`config.mk`:
```
export PLATFORM = sky130hd
export DESIGN_NAME = calc_sequencer
export DESIGN_NICKNAME = d
export VERILOG_FILES = /design/src/rtl/calc_pkg.sv /design/src/rtl/calc_operand_reg.sv /design/src/rtl/calc_sequencer.sv
export SDC_FILE = /design/constraint.sdc
export NUM_CORES = 1
export LEC_CHECK = 0
export ABC_CLOCK_PERIOD_IN_PS = 1900
export CORE_UTILIZATION = 25
export CTS_CLUSTER_DIAMETER = 120
export DETAILED_ROUTE_END_ITERATION = 10
export PLACE_DENSITY = 0.56
export SYNTH_ARGS = -nofsm -noshare
export SYNTH_HDL_FRONTEND = slang
export SYNTH_SLANG_ARGS = --single-unit
```
`constraint.sdc`:
```
create_clock -name clk -period 1.9 [get_ports clk]
set_clock_uncertainty 0.05 [all_clocks]
set_input_delay 0.57 -clock clk [delete_from_list [all_inputs] [get_ports clk]]
set_output_delay 0.57 -clock clk [all_outputs]
set_load 0.01 [all_outputs]
```
`src/rtl/calc_pkg.sv`:
```
// Shared definitions for the calculator keypad sequencer: key codes,
// FSM state encoding, operator encoding and key-classification helpers.
package calc_pkg;

    localparam logic [4:0] KEY_ADD = 5'h0A;
    localparam logic [4:0] KEY_SUB = 5'h0B;
    localparam logic [4:0] KEY_MUL = 5'h0C;
    localparam logic [4:0] KEY_DIV = 5'h0D;
    localparam logic [4:0] KEY_EQ  = 5'h0E;
    localparam logic [4:0] KEY_CLR = 5'h0F;

    // Encoding is visible on the dbg_state output of calc_sequencer.
    typedef enum logic [2:0] {
        ST_ENTER_A = 3'd0,
        ST_ENTER_B = 3'd1,
        ST_EXEC    = 3'd2,
        ST_SHOW    = 3'd3,
        ST_ERR     = 3'd4
    } state_t;

    typedef enum logic [1:0] {
        OP_ADD = 2'd0,
        OP_SUB = 2'd1,
        OP_MUL = 2'd2,
        OP_DIV = 2'd3
    } op_t;

    function automatic logic is_digit(input logic [4:0] key_code);
        return key_code <= 5'h09;
    endfunction

    function automatic logic is_op(input logic [4:0] key_code);
        return (key_code >= KEY_ADD) && (key_code <= KEY_DIV);
    endfunction

    function automatic op_t key_to_op(input logic [4:0] key_code);
        op_t op;
        case (key_code)
            KEY_SUB: op = OP_SUB;
            KEY_MUL: op = OP_MUL;
            KEY_DIV: op = OP_DIV;
            default: op = OP_ADD;
        endcase
        return op;
    endfunction

endpackage

```
`src/rtl/calc_operand_reg.sv`:
```
// Two-digit packed-BCD operand register. New digits shift in at the low
// nibble and the oldest digit falls off the top. Clear beats load beats shift.
module calc_operand_reg (
    input  logic       clk_i,
    input  logic       rst_i,
    input  logic       clr_i,
    input  logic       load_i,
    input  logic [7:0] load_val_i,
    input  logic       shift_i,
    input  logic [3:0] digit_i,
    output logic [7:0] value_o
);

    logic [7:0] value_q;
    logic [7:0] value_d;

    // Select the next operand value from the control strobes.
    always_comb begin
        value_d = value_q;
        if (clr_i) begin
            value_d = 8'h00;
        end else if (load_i) begin
            value_d = load_val_i;
        end else if (shift_i) begin
            value_d = {value_q[3:0], digit_i};
        end
    end

    // Operand storage with synchronous reset.
    always_ff @(posedge clk_i) begin
        if (rst_i) begin
            value_q <= 8'h00;
        end else begin
            value_q <= value_d;
        end
    end

    assign value_o = value_q;

endmodule

```
`src/rtl/calc_sequencer.sv`:
```
// Keypad-driven sequencer for the 8-bit BCD ALU: builds operands from key
// events, holds the ALU inputs/select for a settle window, then captures the
// result into display registers. Handles clear, chaining and divide-by-zero.
//
// Key interface: key_valid is a single-cycle strobe with no back-pressure;
// key_code is only meaningful while key_valid is high and a key that the
// current state does not accept is dropped, never queued.
module calc_sequencer
    import calc_pkg::*;
#(
    parameter int SETTLE_CYCLES = 2,
    parameter int CNT_W         = 2
) (
    input  logic        clk,
    input  logic        rst,
    input  logic        key_valid,
    input  logic [4:0]  key_code,
    output logic [7:0]  alu_a,
    output logic [7:0]  alu_b,
    output logic        sel_add,
    output logic        sel_sub,
    output logic        sel_mul,
    output logic        sel_div,
    input  logic [15:0] alu_result,
    input  logic        alu_status,
    output logic [15:0] disp_value,
    output logic        disp_flag,
    output logic        disp_err,
    output logic        busy,
    output logic        done,
    output logic [2:0]  dbg_state
);

    state_t            state_q, state_d;
    op_t               op_q, op_d;
    logic              b_entered_q, b_entered_d;
    logic [CNT_W-1:0]  cnt_q, cnt_d;
    logic [15:0]       disp_q, disp_d;
    logic              flag_q, flag_d;
    logic              done_q, done_d;

    logic       a_clr, a_load, a_shift, b_clr, b_shift;
    logic [7:0] a_load_val;

    logic key_clr, key_dig, key_op, key_eq, capture, div_zero;

    assign key_clr  = key_valid && (key_code == KEY_CLR);
    assign key_dig  = key_valid && is_digit(key_code);
    assign key_op   = key_valid && is_op(key_code);
    assign key_eq   = key_valid && (key_code == KEY_EQ);
    assign capture  = (state_q == ST_EXEC) && (cnt_q == CNT_W'(SETTLE_CYCLES - 1));
    assign div_zero = (op_q == OP_DIV) && (alu_b == 8'h00);

    // FSM state register; reset dominates everything.
    always_ff @(posedge clk) begin
        if (rst) begin
            state_q <= ST_ENTER_A;
        end else begin
            state_q <= state_d;
        end
    end

    // Next-state decode from the accepted key or the settle counter.
    always_comb begin
        state_d = state_q;
        if (key_clr) begin
            state_d = ST_ENTER_A;
        end else begin
            case (state_q)
                ST_ENTER_A: if (key_op) state_d = ST_ENTER_B;
                ST_ENTER_B: if (key_eq) state_d = ST_EXEC;
                ST_EXEC:    if (capture) state_d = div_zero ? ST_ERR : ST_SHOW;
                ST_SHOW: begin
                    if (key_dig)     state_d = ST_ENTER_A;
                    else if (key_op) state_d = ST_ENTER_B;
                end
                default:    state_d = state_q;
            endcase
        end
    end

    // Per-state datapath controls and next values of the capture registers.
    always_comb begin
        a_clr       = key_clr;
        b_clr       = key_clr;
        a_load      = 1'b0;
        a_load_val  = 8'h00;
        a_shift     = 1'b0;
        b_shift     = 1'b0;
        op_d        = op_q;
        b_entered_d = b_entered_q;
        cnt_d       = cnt_q;
        disp_d      = disp_q;
        flag_d      = flag_q;
        done_d      = 1'b0;
        if (key_clr) begin
            op_d        = OP_ADD;
            b_entered_d = 1'b0;
            cnt_d       = '0;
            disp_d      = 16'h0000;
            flag_d      = 1'b0;
        end else begin
            case (state_q)
                ST_ENTER_A: begin
                    if (key_dig) begin
                        a_shift = 1'b1;
                    end else if (key_op) begin
                        op_d        = key_to_op(key_code);
                        b_clr       = 1'b1;
                        b_entered_d = 1'b0;
                    end
                end
                ST_ENTER_B: begin
                    if (key_dig) begin
                        b_shift     = 1'b1;
                        b_entered_d = 1'b1;
                    end else if (key_op && !b_entered_q) begin
                        op_d = key_to_op(key_code);
                    end else if (key_eq) begin
                        cnt_d = '0;
                    end
                end
                ST_EXEC: begin
                    cnt_d = cnt_q + CNT_W'(1);
                    if (capture) begin
                        done_d = 1'b1;
                        if (div_zero) begin
                            disp_d = 16'hFFFF;
                        end else begin
                            disp_d = alu_result;
                            flag_d = alu_status;
                        end
                    end
                end
                ST_SHOW: begin
                    if (key_dig) begin
                        a_load     = 1'b1;
                        a_load_val = {4'h0, key_code[3:0]};
                        b_clr      = 1'b1;
                        flag_d     = 1'b0;
                    end else if (key_op) begin
                        // Chaining reuses the low result byte verbatim.
                        a_load      = 1'b1;
                        a_load_val  = disp_q[7:0];
                        op_d        = key_to_op(key_code);
                        b_clr       = 1'b1;
                        b_entered_d = 1'b0;
                    end
                end
                default: ;
            endcase
        end
    end

    // Operator, entry flag, settle counter and display capture registers.
    always_ff @(posedge clk) begin
        if (rst) begin
            op_q        <= OP_ADD;
            b_entered_q <= 1'b0;
            cnt_q       <= '0;
            disp_q      <= 16'h0000;
            flag_q      <= 1'b0;
            done_q      <= 1'b0;
        end else begin
            op_q        <= op_d;
            b_entered_q <= b_entered_d;
            cnt_q       <= cnt_d;
            disp_q      <= disp_d;
            flag_q      <= flag_d;
            done_q      <= done_d;
        end
    end

    calc_operand_reg u_opa (
        .clk_i      (clk),
        .rst_i      (rst),
        .clr_i      (a_clr),
        .load_i     (a_load),
        .load_val_i (a_load_val),
        .shift_i    (a_shift),
        .digit_i    (key_code[3:0]),
        .value_o    (alu_a)
    );

    calc_operand_reg u_opb (
        .clk_i      (clk),
        .rst_i      (rst),
        .clr_i      (b_clr),
        .load_i     (1'b0),
        .load_val_i (8'h00),
        .shift_i    (b_shift),
        .digit_i    (key_code[3:0]),
        .value_o    (alu_b)
    );

    assign sel_add   = (state_q == ST_EXEC) && (op_q == OP_ADD);
    assign sel_sub   = (state_q == ST_EXEC) && (op_q == OP_SUB);
    assign sel_mul   = (state_q == ST_EXEC) && (op_q == OP_MUL);
    assign sel_div   = (state_q == ST_EXEC) && (op_q == OP_DIV);
    assign busy      = (state_q == ST_EXEC);
    assign disp_err  = (state_q == ST_ERR);
    assign disp_flag = flag_q;
    assign done      = done_q;
    assign dbg_state = state_q;
    assign disp_value = (state_q == ST_ENTER_A) ? {8'h00, alu_a} :
                        ((state_q == ST_ENTER_B) || (state_q == ST_EXEC)) ? {8'h00, alu_b} :
                        disp_q;

endmodule

```
# Word level (Yosys, flattened, before mapping)
# Index checks and enable logic that the tools add are counted.
[totals]
latchBits = 0
ff_bits = 42
mem_bits_rw = 0
mem_bits_ro = 0
output_inout_bits = 43
n_memories = 0
[op_classes]
multipliers = 0
mux = 45
n_lt_le_gt_ge = 3
n_bitwise = 1
add_sub_neg = 1
eq_ne = 23
div = 0
n_shift = 0
n_reduce_logical = 32
[ops]
columns = ["op", "n"]
rows = [
  ["16-bit two-way mux", 3],
  ["8-bit two-way mux", 5],
  ["5-bit by 4-bit equality test with 1-bit output (second input constant)", 5],
  ["1-bit two-way mux", 18],
  ["2-bit inequality test (second input constant)", 8],
  ["3-bit two-way mux", 5],
  ["2-bit two-way mux", 7],
  ["1-bit logical AND", 12],
  ["3-bit case mux with 4 select lines", 1],
  ["4-bit AND reduction", 3],
  ["5-bit by 4-bit less-or-equal comparator with 1-bit output (second input constant)", 2],
  ["8-bit zero test", 1],
  ["2-bit case mux with 2 select lines", 2],
  ["2-bit nonzero test", 4],
  ["3-bit by 2-bit equality test with 1-bit output (second input constant)", 2],
  ["1-bit case mux with 2 select lines", 3],
  ["2-bit case mux with 3 select lines", 1],
  ["2-bit OR reduction", 3],
  ["5-bit by 4-bit >= comparator with 1-bit output (second input constant)", 1],
  ["5-bit AND reduction", 1],
  ["2-bit by 1-bit equality test with 1-bit output (second input constant)", 2],
  ["2-bit equality test (second input constant)", 2],
  ["2-bit by 1-bit inequality test with 1-bit output (second input constant)", 2],
  ["4-bit nonzero test", 1],
  ["11 further kinds", 11],
]

# Depth between registers and ports, before layout
[depth]
depth_word = 8
mapped_depth = 7
mapped_depth_nobuf = 6

# Cells and area by module
# Synthesis repeated with hierarchy kept, for this count alone.
[unflattened]
cells_unflattened = 278
area_unflattened_um2 = 2645.0
[by_module_without_submodules]
columns = ["module", "instances", "cells_each", "seq_area_each_um2", "area_per_inst_um2"]
rows = [
  ["calc_sequencer", 1, 208, 520.5, 1764.2],
  ["calc_operand_reg", 2, 35, 160.2, 440.4],
]

# Least setup slack after synthesis
# No wires, ideal clock.
[synth_timing]
kind = "reg-to-output"
from = "reg state_q[0], in the netlist dbg_state[0]"
to = "out disp_value[1]"
path_slack_ps = -280
t_required_ps = 1280
t_arrival_ps = 1560
path_stages_with_launch = 7
path_cell_list = "dfxtp_1 > buf_2 > buf_1 > buf_1 > a21oi_1 > a22oi_1 > o21ai_0"
[synth_via]
elab_chain_cells = 4
[synth_rtl]
columns = ["element", "line_no", "rtl"]
rows = [
  ["from (decl)", "calc_sequencer.sv:34", "state_t state_q, state_d;"],
  ["from (signal assigned)", "calc_sequencer.sv:59", "state_q <= state_d;"],
  ["3-bit by 1-bit equality test with 1-bit output or 3-bit by 2-bit equality test with 1-bit output (tied branches)", "calc_sequencer.sv:206", "((state_q == ST_ENTER_B) || (state_q == ST_EXEC)) ? {8'h00, alu_b} :"],
  ["1-bit logical OR", "calc_sequencer.sv:206", ""],
  ["16-bit two-way mux", "calc_sequencer.sv:206", ""],
  ["16-bit two-way mux *", "calc_sequencer.sv:205", "assign disp_value = (state_q == ST_ENTER_A) ? {8'h00, alu_a} :"],
  ["to (decl)", "calc_sequencer.sv:26", "output logic [15:0] disp_value,"],
]
# Every way passes the cells marked *; elsewhere a longest branch is shown, timed or not.

# Final worst setup path
[layout_timing]
from = "reg state_q[0], in the netlist dbg_state[0]"
to = "out sel_mul"
[layout_via]
elab_chain_cells = 2
[layout_rtl]
columns = ["element", "line_no", "rtl"]
rows = [
  ["3-bit by 2-bit equality test with 1-bit output", "calc_sequencer.sv:198", "assign sel_mul = (state_q == ST_EXEC) && (op_q == OP_MUL);"],
  ["1-bit logical AND", "calc_sequencer.sv:198", ""],
  ["to (decl)", "calc_sequencer.sv:22", "output logic sel_mul,"],
]
# Every way passes these cells.

==> metrics.txt <==
top-count cell post-synth dfxtp_1; worst-margin pin slew approximately 0.37 ns; fin. max-slew vios 0; Area Growth Syn to Fin 77.06%; WP data arrival between 1.5 and 2 ns; Synth Flop Type dfxtp_1; worst-skew pair later-pin latency approximately 0.30 ns; DRC Markers 0; CP required approximately 1.3 ns; Ys Warns 0; clock buffer depth 2; peak supply drop ~310 uV; initial antenna violation count 0; Yosys top cell area share between 30 and 40%; startpoint types flop; Final Hold Fails 0; Die Ht 98.51 um; worst hold endpoint cnt_q[0]; clk root buf clkbuf_8; Inserted Clock Buffers 5; pre-CTS WS -0.4885 ns; Post-synth EDFFs 0; leakage power 1.773 nW; period utilisation layout 116.0%; largest net degree at the start of global routing 23; reg2reg end op_q[0]; fmax about 0.45 GHz; hold wc startpoint cnt_q[0]; Vias/cell ~5.3; top cell types by occurrence after synthesis dfxtp_1, o221a_2, nor3_1; cell count of the worst reg-to-reg path 6; crit path kind flop to output pin; Tmin final 2.204 ns; Core Footprint slightly below 9000 um^2; post-synthesis cell type count 50; H-tree Lvls 2; GRT Overall Usage 18.21%; Hold WS ~0.47 ns; Reg-to-Reg Start dbg_state[0]; Hold Path Class flop to flop; largest area contributor in the netlist dfxtp_1; reg2reg setup slack roughly 0.010 ns; I/O Pins slightly below 70; Worst slew margin about three quarters; asr flop ratio synth 0%; vias in the first global route ~2800; Post-Synthesis Cells 263; Detail Placement HPWL approximately 6.3 mm; status finished, violations left; Hold-fix buffers, CTS 0; post-route setup slack -0.3036 ns; Nets roughly 440; MaxCap Viol Count 0; top fanout value on the critical path 6; drt total wl around 9 mm; starting density of the core around a quarter; WL per Instance between 15 and 20 um; hold-critical path depth 2; pwr dens 476.6 nW/um^2; average cell area after synthesis ~8.9 um^2; placed insts slightly below 500; # diodes 0; Final Util ~47%; filler cell count just under 900; chip width about 99 um; Reg clk slew, reported paths about 0.08 ns; first-pass GRT wire length between 10 and 15 mm; Synth area leaders dfxtp_1, o221a_2, nor3_1; Final Setup Violations 15; failing checks negative setup slack; drt pass-1 iters 6; via count ~2700; number of port buffers 67; die area 9704 um^2; #FFs+latches synth 42; fin cells 519; Initial DRC Count 138; RSZ-0062 raised after global routing yes; CTS tree yes; crit end category output pin; GRT overflow 0; synthesized area about 2300 um^2; share of cells above drive strength 1 between 40% and 50%; post-synthesis sequential area ratio 36.11%; site row count 34; syn_nets roughly 290; GPL Wtd Cong between 0.9 and 1; Sink Count 42; post-route ant nets 0
## power breakdown
part	total [mW]	switching (mW)	internal, mW
logic	0.356	0.155	0.201
clock network	0.716	0.324	0.393
registers	0.893	0.00835	0.885
total	1.97	0.487	1.48
## cell type report
type	count	area (um^2)	area share (%)
Multi-Input combinational cell	193	1568	38.03
Timing Repair Buffer	160	1420	34.45
Sequential cell	42	859.6	20.85
Tap cell	108	135.1	3.278
Clock buffer	6	72.57	1.760
Clock inverter	2	37.54	0.9105
Inverter	8	30.03	0.7284
## layer usage
layer  vias up  GRT usage, %  wire length (um)  part of all wire, %
met2        82         31.74              4451                   49
li1       1315             -                 -                    -
met3        16         3.121               464                  5.1
met1      1320         22.70              3869                   43
met5         -             0                 0                    0
met4         0         6.200               244                  2.7
## logic make-up (layout without fill, tap and decap cells)
kind of cell / after synthesis / count (layout) / share of synthesized area (%)
buffers and inverters: 28 / 176 / 5.159
multiplexers: 13 / 13 / 5.857
XOR/XNOR: 1 / 1 / 0.6987
adder cells (fa/ha/maj): 1 / 1 / 0.5373
flip-flops: 42 / 42 / 36.11
AND/OR/NAND/NOR: 87 / 87 / 21.93
AO/OA/AOI/OAI: 91 / 91 / 29.72
## cells in the final DEF, fill, tap and decap left out, types with 4 or more instances in the layout
cell	Yosys	layout
nor3_1	19	15
buf_12	0	7
a31oi_1	5	5
inv_1	8	7
a21oi_1	17	14
a22oi_2	0	5
clkbuf_2	0	5
o21ai_0	14	6
dfxtp_2	0	6
dlygate4sd2_1	0	23
clkbuf_8	0	5
nand3b_1	4	4
o221a_2	20	19
buf_6	0	10
nor2b_1	10	9
nor2_1	16	11
nor3b_2	0	4
o22ai_1	7	7
clkdlybuf4s50_1	0	21
nor3_2	1	4
mux2i_1	8	8
a22oi_1	10	5
o21ai_1	0	7
nand2_1	7	7
buf_4	1	72
mux2_2	5	4
buf_2	9	16
dfxtp_1	42	33
a32oi_1	4	4
## worst max-delay path by stage
stage / cells past startpoint / end / slack (ns) / start
final: 6 / sel_mul / -0.30 / dbg_state[0]
after global routing: 6 / sel_mul / -0.40 / dbg_state[0]
after CTS: 6 / sel_mul / -0.31 / dbg_state[0]
after detailed placement: 5 / op_q[0] / -0.49 / key_code[2]
after global placement: 5 / op_q[0] / -0.50 / key_code[2]
after floorplan: 6 / disp_value[1] / -0.04 / dbg_state[0]
## what timing repair did
action / CTS / global route
pin swaps: 14 / 13
setup endpoints to repair: 81 / 56
gates resized for setup: 144 / 44
gates cloned: 2 / 3
buffers inserted: 6 / 10
## sequential cells by signal (all words and copies together) (netlist names)
name	count
op_q	2
disp_flag	1
b_entered_q	1
dbg_state	3
cnt_q	2
done	1
u_opb.value_o	8
u_opa.value_o	8
disp_q	16
## per-stage QoR
stage               TNS (ns)  power (mW)  area, um^2
finish                -2.944       1.965        4123
detailed placement    -23.56       1.236        3689
floorplan           -0.03916       1.035        2349
CTS                   -3.380       1.950        3916
global route          -4.498       2.056        4123
global placement      -22.88       1.234        3689
## critical path, cell delays in order, from the launching register on
cell      delay [ns]
dfxtp_4         0.39
buf_12          0.15
and2b_1         0.21
nand2b_1        0.11
buf_4           0.16
nor3b_2         0.13
buf_2           0.14
No activity file was read; power rests on OpenSTA's default activity.
